[src/rtl/bcd_pkg.sv]
// Shared widths, 7-segment patterns and elaboration-time helpers for the BCD counter.
package bcd_pkg;

  localparam int DIGIT_W = 4;
  localparam int SEG_W   = 7;

  // Patterns are {a,b,c,d,e,f,g}, active-high.
  localparam logic [SEG_W-1:0] SEG_0   = 7'b1111110;
  localparam logic [SEG_W-1:0] SEG_1   = 7'b0110000;
  localparam logic [SEG_W-1:0] SEG_2   = 7'b1101101;
  localparam logic [SEG_W-1:0] SEG_3   = 7'b1111001;
  localparam logic [SEG_W-1:0] SEG_4   = 7'b0110011;
  localparam logic [SEG_W-1:0] SEG_5   = 7'b1011011;
  localparam logic [SEG_W-1:0] SEG_6   = 7'b1011111;
  localparam logic [SEG_W-1:0] SEG_7   = 7'b1110000;
  localparam logic [SEG_W-1:0] SEG_8   = 7'b1111111;
  localparam logic [SEG_W-1:0] SEG_9   = 7'b1111011;
  localparam logic [SEG_W-1:0] SEG_OFF = 7'b0000000;

  // Packs the low 'digits' decimal digits of value into BCD, digit 0 in [3:0].
  function automatic logic [31:0] to_bcd(input int value, input int digits);
    logic [31:0] r;
    int          v;
    r = '0;
    v = value;
    for (int i = 0; i < 8; i++) begin
      if (i < digits) begin
        r[4*i +: 4] = 4'(v % 10);
        v           = v / 10;
      end
    end
    return r;
  endfunction

endpackage

[src/rtl/bcd_updown_counter_seg7.sv]
// Single-digit BCD to 7-segment decoder; codes 10..15 blank the digit.
module seg7_decode
  import bcd_pkg::*;
(
  input  logic [DIGIT_W-1:0] digit,
  output logic [SEG_W-1:0]   pattern
);

  always_comb begin
    pattern = SEG_OFF;
    case (digit)
      4'd0:    pattern = SEG_0;
      4'd1:    pattern = SEG_1;
      4'd2:    pattern = SEG_2;
      4'd3:    pattern = SEG_3;
      4'd4:    pattern = SEG_4;
      4'd5:    pattern = SEG_5;
      4'd6:    pattern = SEG_6;
      4'd7:    pattern = SEG_7;
      4'd8:    pattern = SEG_8;
      4'd9:    pattern = SEG_9;
      default: pattern = SEG_OFF;
    endcase
  end

endmodule

[src/rtl/bcd_updown_counter.sv]
// Multi-digit BCD up/down counter (0..LIMIT) with load, terminal count and per-digit 7-seg decode.
// Defining BCD_COUNTER_SATURATE_EN replaces wrap-around with saturation and adds the sat flag.
module bcd_updown_counter
  import bcd_pkg::*;
#(
  parameter int DIGITS = 2,
  parameter int LIMIT  = 99
) (
  input  logic                      clk,
  input  logic                      reset,
  input  logic                      en,
  input  logic                      up,
  input  logic                      load,
  input  logic [DIGIT_W*DIGITS-1:0] load_val,
  output logic [DIGIT_W*DIGITS-1:0] bcd,
  output logic [SEG_W*DIGITS-1:0]   seg,
  output logic                      tc
`ifdef BCD_COUNTER_SATURATE_EN
  ,
  output logic                      sat
`endif
);

  localparam int              W         = DIGIT_W * DIGITS;
  localparam logic [31:0]     LIMIT_ALL = to_bcd(LIMIT, DIGITS);
  localparam logic [W-1:0]    LIMIT_BCD = LIMIT_ALL[W-1:0];

  logic [W-1:0]      load_clip;
  logic [W-1:0]      load_fit;
  logic [W-1:0]      inc_val;
  logic [W-1:0]      dec_val;
  logic [W-1:0]      next_val;
  logic [DIGITS-1:0] carry;
  logic [DIGITS-1:0] borrow;
  logic              at_limit;
  logic              at_zero;

  // Digit i steps only when every lower digit is at its roll-over value.
  always_comb begin
    carry     = '0;
    borrow    = '0;
    carry[0]  = 1'b1;
    borrow[0] = 1'b1;
    for (int i = 1; i < DIGITS; i++) begin
      carry[i]  = carry[i-1]  & (bcd[4*(i-1) +: 4] == 4'd9);
      borrow[i] = borrow[i-1] & (bcd[4*(i-1) +: 4] == 4'd0);
    end
  end

  for (genvar g = 0; g < DIGITS; g++) begin : g_digit
    logic [DIGIT_W-1:0] d;
    logic [DIGIT_W-1:0] ld;

    assign d  = bcd[4*g +: 4];
    assign ld = load_val[4*g +: 4];

    assign load_clip[4*g +: 4] = (ld > 4'd9) ? 4'd9 : ld;
    assign inc_val[4*g +: 4]   = !carry[g]  ? d : ((d == 4'd9) ? 4'd0 : d + 4'd1);
    assign dec_val[4*g +: 4]   = !borrow[g] ? d : ((d == 4'd0) ? 4'd9 : d - 4'd1);

    seg7_decode u_seg (
      .digit   (d),
      .pattern (seg[7*g +: 7])
    );
  end

  // With every digit <= 9, numeric vector compare equals MSD-first digit compare.
  assign load_fit = (load_clip > LIMIT_BCD) ? LIMIT_BCD : load_clip;
  assign at_limit = (bcd == LIMIT_BCD);
  assign at_zero  = (bcd == '0);
  assign tc       = en & ((up & at_limit) | (~up & at_zero));

`ifdef BCD_COUNTER_SATURATE_EN
  logic blocked;
`endif

  always_comb begin
    next_val = bcd;
`ifdef BCD_COUNTER_SATURATE_EN
    blocked  = 1'b0;
`endif
    if (load) begin
      next_val = load_fit;
    end else if (en) begin
      if (up) begin
        if (at_limit) begin
`ifdef BCD_COUNTER_SATURATE_EN
          blocked  = 1'b1;
`else
          next_val = '0;
`endif
        end else begin
          next_val = inc_val;
        end
      end else begin
        if (at_zero) begin
`ifdef BCD_COUNTER_SATURATE_EN
          blocked  = 1'b1;
`else
          next_val = LIMIT_BCD;
`endif
        end else begin
          next_val = dec_val;
        end
      end
    end
  end

  always_ff @(posedge clk) begin
    if (reset) begin
      bcd <= '0;
    end else begin
      bcd <= next_val;
    end
  end

`ifdef BCD_COUNTER_SATURATE_EN
  // sat reflects the most recent enabled step; idle cycles leave it untouched.
  always_ff @(posedge clk) begin
    if (reset || load) begin
      sat <= 1'b0;
    end else if (en) begin
      sat <= blocked;
    end
  end
`endif

endmodule

[config.mk]
export PLATFORM = sky130hd
export DESIGN_NAME = bcd_updown_counter
export DESIGN_NICKNAME = d
export VERILOG_FILES = /design/src/rtl/bcd_pkg.sv /design/src/rtl/bcd_updown_counter_seg7.sv /design/src/rtl/bcd_updown_counter.sv
export SDC_FILE = /design/constraint.sdc
export NUM_CORES = 1
export LEC_CHECK = 0
export ABC_AREA = 1
export CAP_MARGIN = 20
export CORE_UTILIZATION = 46
export CTS_CLUSTER_DIAMETER = 80
export DETAILED_ROUTE_END_ITERATION = 16
export PLACE_DENSITY = 0.87
export SYNTH_ARGS = -nofsm -noshare
export SYNTH_HDL_FRONTEND = slang
export SYNTH_HIERARCHICAL = 1
export SYNTH_SLANG_ARGS = --single-unit
[constraint.sdc]
create_clock -name clk -period 2.1 [get_ports clk]
set_input_delay 0.63 -clock clk [delete_from_list [all_inputs] [get_ports clk]]
set_output_delay 0.63 -clock clk [all_outputs]
set_load 0.03 [all_outputs]
==> run_results.csv, run 1 <==
group,metric,value,unit
layout,final_util,81.38,%
global_routing,grt_max_degree,13,
worst_setup_path,timing.critical_path.to_type,"output pin",
routing,route.detailed.drc,0,
floorplan,die-width,53.79,µm
timing,finalSetupViolCount,1,
routing,antenna_violating_nets_post_route,0,
layout,layout-area-overhead-vs-synth,64.91,%
clocking,cts_tree,"yes",
floorplan,design.portCount,36,
synth,netlist.top_cell.by_area,"nand2_1",
place,gp_congestion,0.9278,
power_and_ir_drop,max-vdd-ir-drop,0.4125,mV
global_routing,groute.usage.overall,25.79,%
clocking,cts.sinks,8,
routing,wl,4.098,mm
layout,layout_top_registers,"bcd (8)",
worst_setup_path,ff2ff_setup_slack,360,ps
floorplan,die_y,53.79,µm
worst_setup_path,cp-endpoint,"tc",
timing,achievable-frequency,0.4453,GHz
routing,route.detailed.vias_per_inst,5.313,
place,post-dp-hpwl,2.477,mm
worst_setup_path,rr_endpoint,"bcd[0]",
layout,combined_area_of_the_multi_input_logic_cells,1042,µm²
worst_setup_path,reg2reg_from,"bcd[0]",
worst_setup_path,critical_path.top_delay_family,"simple AND/OR/NAND/NOR gates",
timing,timing.final.crit_share,106.9,%
routing,drt_iter0_markers,70,
clocking,cts.root.buffer_cell,"clkbuf_4",
power_and_ir_drop,netSwitchingFraction,48.08,%
layout,seq_area,172.7,µm²
floorplan,floorplan.initialDensity,49.35,%
layout,top_register,"bcd",
synth,synth_cell_type_count,23,
run_status,violated_checks,"negative setup slack",
timing,timing_max_transition_violations_final,0,
layout,final_nets,313,
power_and_ir_drop,pwr-share-comb,69.5,%
timing,max_slew_margin,78.97,%
worst_setup_path,critical_path_cell_count,8,
power_and_ir_drop,p_sw,489.2,µW
routing,detailroute.via_count,1647,
synth,syn-num-nets,237,
layout,num-fill-cells,163,
layout,post-route-cell-area,2034,µm²
place,post_dp_cell_area,1785,µm²
clocking,ctsHtreeMaxLevel,1,
synth,synth_warn,6,
floorplan,total_die_area,2893,µm²
place,portBuffers,35,
power_and_ir_drop,internal-power,528.3,µW
worst_setup_path,crit_path_frequent_cell,"buf_6",
timing,fin_hold_ws,708.5,ps
floorplan,core-area,2500,µm²
timing,layout_min_cycle_time,2245,ps
worst_setup_path,setup.worst_path.start,"bcd[1]",
worst_setup_path,critical_path_required,1470,ps
global_routing,grt_pass1_wl,5.347,mm
run_status,run_status,"finished, violations left",
power_and_ir_drop,totalPowerFinal,1.017,mW
timing,post-route-worst-setup-slack,-145.5,ps
clocking,clk_latency,270,ps
synth,post_synthesis_register_bit_count,8,
worst_hold_path,holdCritPathClass,"flop to flop",
worst_setup_path,crit_arrival,1620,ps
timing,worst_slew_pin_slew,315.0,ps
synth,synth.top_cells.by_area,"nand2_1, ha_1, dfxtp_1, inv_1, nand3_2",
synth,syn_avg_cell_area,5.989,µm²
synth,cell_area_after_technology_mapping,1234,µm²
worst_setup_path,worstPathCellList,"buf_6 -> inv_8 -> ha_4 -> nand3_2 -> nand2_4 -> nand3_4 -> nor3_4 -> buf_6",
power_and_ir_drop,powerDensity,500.1,nW/µm²
routing,routedWlPerCell,13.22,µm
synth,synthCells,206,
timing,fin_clk_skew,11.81,ps
clocking,clk_pin_slew_worst_paths,60,ps
global_routing,vias_in_the_first_global_route,1296,
place,place.detailed.instances,295,
layout,largest_register_ff_count,8,
global_routing,antenna_found_initial,0,
layout,antenna-diode-count,0,
place,preCtsSetupSlack,-270.2,ps
worst_setup_path,cp-start-kind,"flop",
floorplan,placement_rows,18,
synth,synth.yosys.seq_area_share,12.98,%
timing,final_layout_setup_total_negative_slack,-145.5,ps
timing,rsz_0062_raised_after_global_routing,"true",
power_and_ir_drop,p_clk_share,12.5,%
worst_setup_path,reg2reg_depth,9,
worst_setup_path,worst-path-max-fanout,5,
clocking,tritoncts.num_buffers,3,
worst_setup_path,cp_slowest_cell,"dfxtp_4",
global_routing,globalRouteOverflowTotal,0,
layout,finalNonFillerCells,310,
power_and_ir_drop,static-leakage-power,1.060,nW
worst_setup_path,path_class,"flop to output pin",
timing,finalHoldViolCount,0,
clocking,cts_max_path_buffers,2,
run,drv_cap,0,
synth,synth_top_area_share,20.69,%
clocking,hold_buffers,0,
routing,first_pass_iters,6,
layout,post_route_cells_drive_above_1_share,35.00,%
power_and_ir_drop,sequentialPowerShare,18.0,%
worst_setup_path,max_stage_delay,360,ps
worst_setup_path,worst-path-buf-inv,3,
## cell usage in the layout (no fill, tap or decap), types with 3 or more instances in the layout
cell / count
inv_1: 17
ha_4: 5
nand3_2: 6
clkbuf_2: 3
ha_1: 13
nor2_1: 14
dfxtp_1: 4
dfxtp_4: 3
nand3_1: 12
o21ai_1: 3
nand2_1: 66
clkbuf_4: 3
inv_2: 10
dlygate4sd2_1: 4
nand2_2: 6
a21oi_1: 12
buf_6: 9
o21ai_0: 11
clkdlybuf4s50_1: 15
buf_4: 41
## final cells by class
cell class / instances / area share, %
Inverter: 30 / 6.150
Tap cell: 30 / 1.845
Multi-Input combinational cell: 165 / 51.23
Sequential cell: 8 / 8.487
Clock buffer: 3 / 1.107
Timing Repair Buffer: 74 / 31.18
## worst min-delay path by stage
stage / startpoint / to / slack, ps / depth (start not counted)
after floorplan: bcd[4] / bcd[4] / 630 / 2
after global placement: bcd[0] / bcd[0] / 660 / 3
after detailed placement: bcd[4] / bcd[4] / 680 / 3
after CTS: bcd[6] / bcd[6] / 690 / 3
after global routing: bcd[5] / bcd[5] / 730 / 3
final: bcd[6] / bcd[6] / 710 / 3
## cells in the mapped netlist (all sizes together)
library cell and number:
a211oi 1, a21boi 1, a21oi 14, buf 3, dfxtp 8, ha 18
inv 30, nand2 74, nand3 20, nand4 2, nor2 15, nor3 1
o211ai 2, o21ai 14, xnor2 1, xor2 2
## power groups by stage
stage	registers (mW)	logic (mW)	clock network [mW]
after floorplan	0.224	0.337	0
after global placement	0.185	0.602	0
after detailed placement	0.186	0.612	0
after CTS	0.182	0.630	0.122
after global routing	0.186	0.766	0.131
final	0.183	0.707	0.127
## what timing repair did
action / 4_1_cts / 5_1_grt
resized for setup: 22 / 32
hold endpoints to repair: 0 / 0
pin swaps: 2 / 7
gates cloned: 0 / 0
buffers inserted: 5 / 7
setup endpoints to repair: 11 / 14
## cell families (layout without fill, tap and decap cells)
logic type / Yosys count / after routing / synth area share [%]
AOI/OAI and AO/OA: 32 / 32 / 14.10
DFF: 8 / 8 / 12.98
adders and majority gates: 18 / 18 / 18.26
and+or+nand+nor: 112 / 112 / 41.28
buffers and inverters: 33 / 107 / 11.26
xor gates and xnor gates: 3 / 3 / 2.130
## per-layer routing
metal,part of all wire [%],global-route usage [%],vias up
met2,48,44.24,92
li1,-,-,803
met5,0,0,-
met3,8.7,3.390,23
met4,5.1,14.91,0
met1,38,30.30,729
## worst min-delay path, cell delays in order (launching register included)
cell	delay, ps
dfxtp_1	330
buf_4	180
nand2_1	100
a21oi_2	50
Note: power is estimated with default switching activity, not from simulation.
==> run 2: changes to the inputs <==
Settings changed: CORE_MARGIN from default to 2.
==> run_results.csv, run 2 (same netlist as run 1, synthesis figures left out) <==
group,metric,value,unit
run_status,run_status,"finished, violations left",
run_status,violated_checks,"negative setup slack",
global_routing,vias_in_the_first_global_route,1415,
floorplan,placement_rows,18,
worst_setup_path,worst-path-buf-inv,3,
timing,final_layout_setup_total_negative_slack,-153.3,ps
routing,first_pass_iters,4,
layout,layout-area-overhead-vs-synth,60.55,%
clocking,cts_tree,"yes",
timing,fin_clk_skew,4.527,ps
floorplan,die-width,55.79,µm
timing,layout_min_cycle_time,2253,ps
floorplan,die_y,55.79,µm
global_routing,globalRouteOverflowTotal,0,
worst_hold_path,holdCritPathClass,"flop to flop",
place,portBuffers,35,
layout,leading_cell_type_in_the_layout_fill_and_taps_excluded,"nand2_1",
timing,rsz_0062_raised_after_global_routing,"true",
clocking,ctsHtreeMaxLevel,1,
place,place.detailed.instances,294,
timing,timing.final.crit_share,107.3,%
worst_setup_path,cp-start-kind,"flop",
timing,finalSetupViolCount,1,
timing,post-route-worst-setup-slack,-153.3,ps
timing,fin_hold_ws,701.5,ps
floorplan,design.portCount,36,
clocking,cts.sinks,8,
clocking,clk_latency,280,ps
layout,post_route_cells_drive_above_1_share,33.70,%
worst_setup_path,crit_arrival,1620,ps
worst_setup_path,cp_slowest_cell,"dfxtp_4",
global_routing,antenna_found_initial,0,
routing,drt_iter0_markers,77,
run,drv_cap,0,
worst_setup_path,critical_path_required,1470,ps
routing,route.detailed.vias_per_inst,5.387,
layout,final_cell_mix,"nand2_1, buf_4, inv_1, nor2_1, inv_2",
global_routing,groute.usage.overall,21.38,%
layout,layout_top_registers,"bcd (8)",
routing,antenna_violating_nets_post_route,0,
power_and_ir_drop,max-vdd-ir-drop,0.4970,mV
power_and_ir_drop,static-leakage-power,1.030,nW
clocking,hold_buffers,0,
place,gp_congestion,0.9350,
clocking,tritoncts.num_buffers,3,
layout,largest_register_ff_count,8,
timing,max_slew_margin,78.75,%
timing,worst_slew_pin_slew,318.2,ps
worst_setup_path,worst-path-max-fanout,5,
layout,top_register,"bcd",
worst_setup_path,path_class,"flop to output pin",
place,post-dp-hpwl,2.583,mm
layout,finalNonFillerCells,300,
routing,routedWlPerCell,13.01,µm
routing,detailroute.via_count,1616,
timing,finalHoldViolCount,0,
layout,final_nets,303,
timing,timing_max_transition_violations_final,0,
routing,wl,3.904,mm
clocking,cts_max_path_buffers,2,
routing,route.detailed.drc,0,
timing,achievable-frequency,0.4438,GHz
global_routing,grt_pass1_wl,5.568,mm
global_routing,grt_max_degree,13,
worst_setup_path,timing.critical_path.to_type,"output pin",
floorplan,total_die_area,3112,µm²
clocking,cts.root.buffer_cell,"clkbuf_4",
worst_setup_path,critical_path.top_delay_family,"simple AND/OR/NAND/NOR gates",
worst_setup_path,worstPathCellList,"buf_6 -> inv_8 -> ha_4 -> nand3_4 -> nand2_4 -> nand3_4 -> nor3_4 -> buf_6",
clocking,clk_pin_slew_worst_paths,60,ps
floorplan,floorplan.initialDensity,49.35,%
layout,num-fill-cells,190,
worst_setup_path,max_stage_delay,360,ps
layout,antenna-diode-count,0,
floorplan,core-area,2500,µm²
place,preCtsSetupSlack,-318.8,ps
power_and_ir_drop,powerDensity,507.9,nW/µm²
## run 2: cell types whose count changed in the layout (fill, tap and decap cells not counted), sizes merged
cell,delta
clkdlybuf4s50,-3
dlygate4sd2,+3
buf,-9
dlymetal6s2s,+1
clkbuf,-2
## run 2: stage by stage
step	power, mW	instance area (µm²)	util (%)
floorplan	0.5605	1249	-
global placement	0.7957	1790	71.62
detailed placement	0.8054	1790	71.62
CTS	0.9129	1823	72.92
global route	1.070	1981	79.23
finish	1.006	1981	79.23
## run 2: timing repair
| action | 4_1_cts | 5_1_grt |
|---|---|---|
| resized for setup | 15 | 44 |
| setup endpoints to repair | 11 | 10 |
| buffers inserted | 1 | 3 |
| endpoints found under the hold margin | 0 | 0 |
| pin swaps | 0 | 9 |
## run 2: where the power goes
group | total (mW) | switching [mW] | internal [mW]
Sequential | 0.183 | 0.0166 | 0.166
Clock | 0.138 | 0.0712 | 0.0667
Combinational | 0.685 | 0.403 | 0.282
## run 2: layout make-up
type	instances	area, µm²	area share (%)
inverters	30	122.6	6.191
flip-flops and latches	8	171.4	8.654
well taps	30	37.54	1.895
clock buffers	3	22.52	1.137
multi-input cells	165	1055	53.25
repair buffers	64	571.8	28.87
## run 2: routing by layer
metal  track usage (%)  share of wire (%)  up-vias
li1                  -                  -      787
met3             3.953                9.0       17
met4             6.969                3.9        0
met1             25.92                 38      713
met2             37.76                 49       99
met5                 0                  0        -
## run 2: tightest hold or removal path, delay by kind of cell (launching register included)
kind                   cells  cell delay (ps)
AOI/OAI and AO/OA          2              190
DFF                        1              360
buffers and inverters      1              110
## run 2: worst paths after layout
path           from      to  slack (ps)  cells after the start
min          bcd[5]  bcd[5]         700                      3
min reg2reg  bcd[5]  bcd[5]         700                      3
max reg2reg  bcd[4]  bcd[7]         440                     10
max          bcd[1]      tc        -150                      8
==> run 3: changes to the inputs <==
Settings changed: CAP_MARGIN 20 to default, CORE_ASPECT_RATIO from default to 2, GPL_TIMING_DRIVEN from default to 0.
==> run_results.csv, run 3 (same netlist as run 1, synthesis figures left out) <==
group,metric,value,unit
run_status,run_status,"finished, violations left",
run_status,violated_checks,"negative setup slack",
worst_hold_path,holdCritPathClass,"flop to flop",
timing,finalHoldViolCount,0,
clocking,tritoncts.num_buffers,3,
floorplan,placement_rows,26,
clocking,cts.root.buffer_cell,"clkbuf_8",
worst_setup_path,critical_path_required,1470,ps
worst_hold_path,whs_endpoint,"bcd[4]",
global_routing,grt_pass1_wl,5.230,mm
routing,antenna_violating_nets_post_route,0,
power_and_ir_drop,max-vdd-ir-drop,0.4263,mV
timing,max_slew_margin,72.97,%
global_routing,grt_max_degree,13,
timing,achievable-frequency,0.4756,GHz
worst_setup_path,worstPathCellList,"inv_6 -> ha_1 -> nand3_2 -> nand2_2 -> nand3_4 -> nor3_4 -> buf_6",
worst_setup_path,path_class,"flop to output pin",
timing,layout_min_cycle_time,2103,ps
timing,finalSetupViolCount,1,
timing,timing.final.crit_share,100.1,%
timing,rsz_0062_raised_after_global_routing,"true",
layout,final_nets,281,
worst_setup_path,worst-path-max-fanout,8,
global_routing,vias_in_the_first_global_route,1308,
clocking,cts_max_path_buffers,2,
timing,post-route-worst-setup-slack,-2.804,ps
layout,top_register,"bcd",
power_and_ir_drop,powerDensity,550.0,nW/µm²
place,post-dp-hpwl,2.422,mm
worst_setup_path,cp-start-kind,"flop",
layout,largest_register_ff_count,8,
layout,final_util,66.81,%
layout,post_route_cells_drive_above_1_share,25.40,%
worst_setup_path,max_stage_delay,380,ps
worst_hold_path,holdPathStages,2,
floorplan,floorplan.initialDensity,48.62,%
routing,drt_iter0_markers,53,
global_routing,groute.usage.overall,22.31,%
clocking,ctsHtreeMaxLevel,1,
layout,layout_top_registers,"bcd (8)",
global_routing,globalRouteOverflowTotal,0,
global_routing,antenna_found_initial,0,
power_and_ir_drop,static-leakage-power,0.8683,nW
routing,detailroute.via_count,1423,
worst_setup_path,reg2reg_from,"bcd[1]",
worst_setup_path,timing.critical_path.to_type,"output pin",
worst_setup_path,reg2reg_depth,8,
routing,route.detailed.vias_per_inst,5.156,
floorplan,design.portCount,36,
layout,leading_cell_type_in_the_layout_fill_and_taps_excluded,"nand2_1",
place,portBuffers,33,
clocking,clk_pin_slew_worst_paths,40,ps
place,preCtsSetupSlack,-658.3,ps
floorplan,core-area,2537,µm²
floorplan,die_y,77.24,µm
layout,antenna-diode-count,0,
worst_setup_path,cp_slowest_cell,"dfxtp_4",
routing,route.detailed.drc,0,
worst_setup_path,ff2ff_setup_slack,660,ps
routing,wl,3.261,mm
timing,worst_slew_pin_slew,404.9,ps
floorplan,die-width,40.62,µm
routing,routedWlPerCell,11.82,µm
layout,final_cell_mix,"nand2_1, inv_1, ha_1, nor2_1, clkdlybuf4s50_1",
floorplan,total_die_area,3137,µm²
worst_hold_path,timing.hold.worst.start,"bcd[4]",
layout,layout-area-overhead-vs-synth,37.42,%
clocking,cts.sinks,8,
timing,fin_clk_skew,1.566,ps
run,drv_cap,0,
routing,first_pass_iters,4,
worst_setup_path,crit_arrival,1470,ps
clocking,cts_tree,"yes",
timing,final_layout_setup_total_negative_slack,-2.804,ps
worst_setup_path,rr_endpoint,"bcd[2]",
timing,timing_max_transition_violations_final,0,
place,gp_congestion,0.8764,
clocking,clk_latency,230,ps
-- run 3: cell types whose count changed in the layout (fill, tap and decap cells not counted), moves of 4 or more --
cell   delta
buf_2     +5
buf_4    -23
buf_6     -6
ha_1      +4
ha_4      -4
-- run 3: per-stage QoR --
stage                     total power, mW  instances  hold slack (ps)  cell area, µm²
final                              0.9325        276            614.2            1695
after global routing                1.001        276            660.7            1695
after CTS                          0.9017        270            613.1            1633
after detailed placement           0.7560        267            613.5            1614
after global placement             0.7472        267            600.7            1614
after floorplan                    0.5605        206            625.2            1249
-- run 3: worst max path at each step --
stage | start | end | depth (start not counted)
floorplan | bcd[1] | seg[3] | 6
global placement | en | tc | 4
detailed placement | en | tc | 4
CTS | bcd[0] | tc | 7
global route | bcd[1] | tc | 7
finish | bcd[1] | tc | 7
-- run 3: what timing repair did --
action,in CTS,in global routing
setup endpoints to repair,18,14
setup buffers,0,6
pin swaps,0,1
gates resized for setup,68,21
hold buffers,0,0
-- run 3: critical path, delay by kind of cell, from the launching register on --
kind / cells / cell delay (ps)
buf+inv: 2 / 230
flops: 1 / 380
simple gates: 4 / 470
fa+ha+maj: 1 / 150
-- run 3: area by class of cell --
class | instances | area [µm²]
flip-flops and latches | 8 | 177.7
repair buffers | 39 | 325.3
multi-input cells | 165 | 972.2
well taps | 28 | 35.03
clock buffers | 3 | 41.29
fillers | 233 | 842.1
inverters | 30 | 117.6
plain buffers | 3 | 26.28
-- run 3: report_power, final --
| part | internal [mW] | switching (mW) |
|---|---|---|
| clock | 0.124 | 0.0596 |
| combinational | 0.202 | 0.345 |
| sequential | 0.167 | 0.0349 |
| total | 0.493 | 0.440 |
-- run 3: routing by layer --
metal  vias up  global-route usage [%]  share of wire (%)
li1        743                       -                  -
met1       631                   23.30                 36
met2        41                   39.68                 58
met3         8                   3.468                3.9
met4         0                   9.000                2.3
met5         -                       0                  0
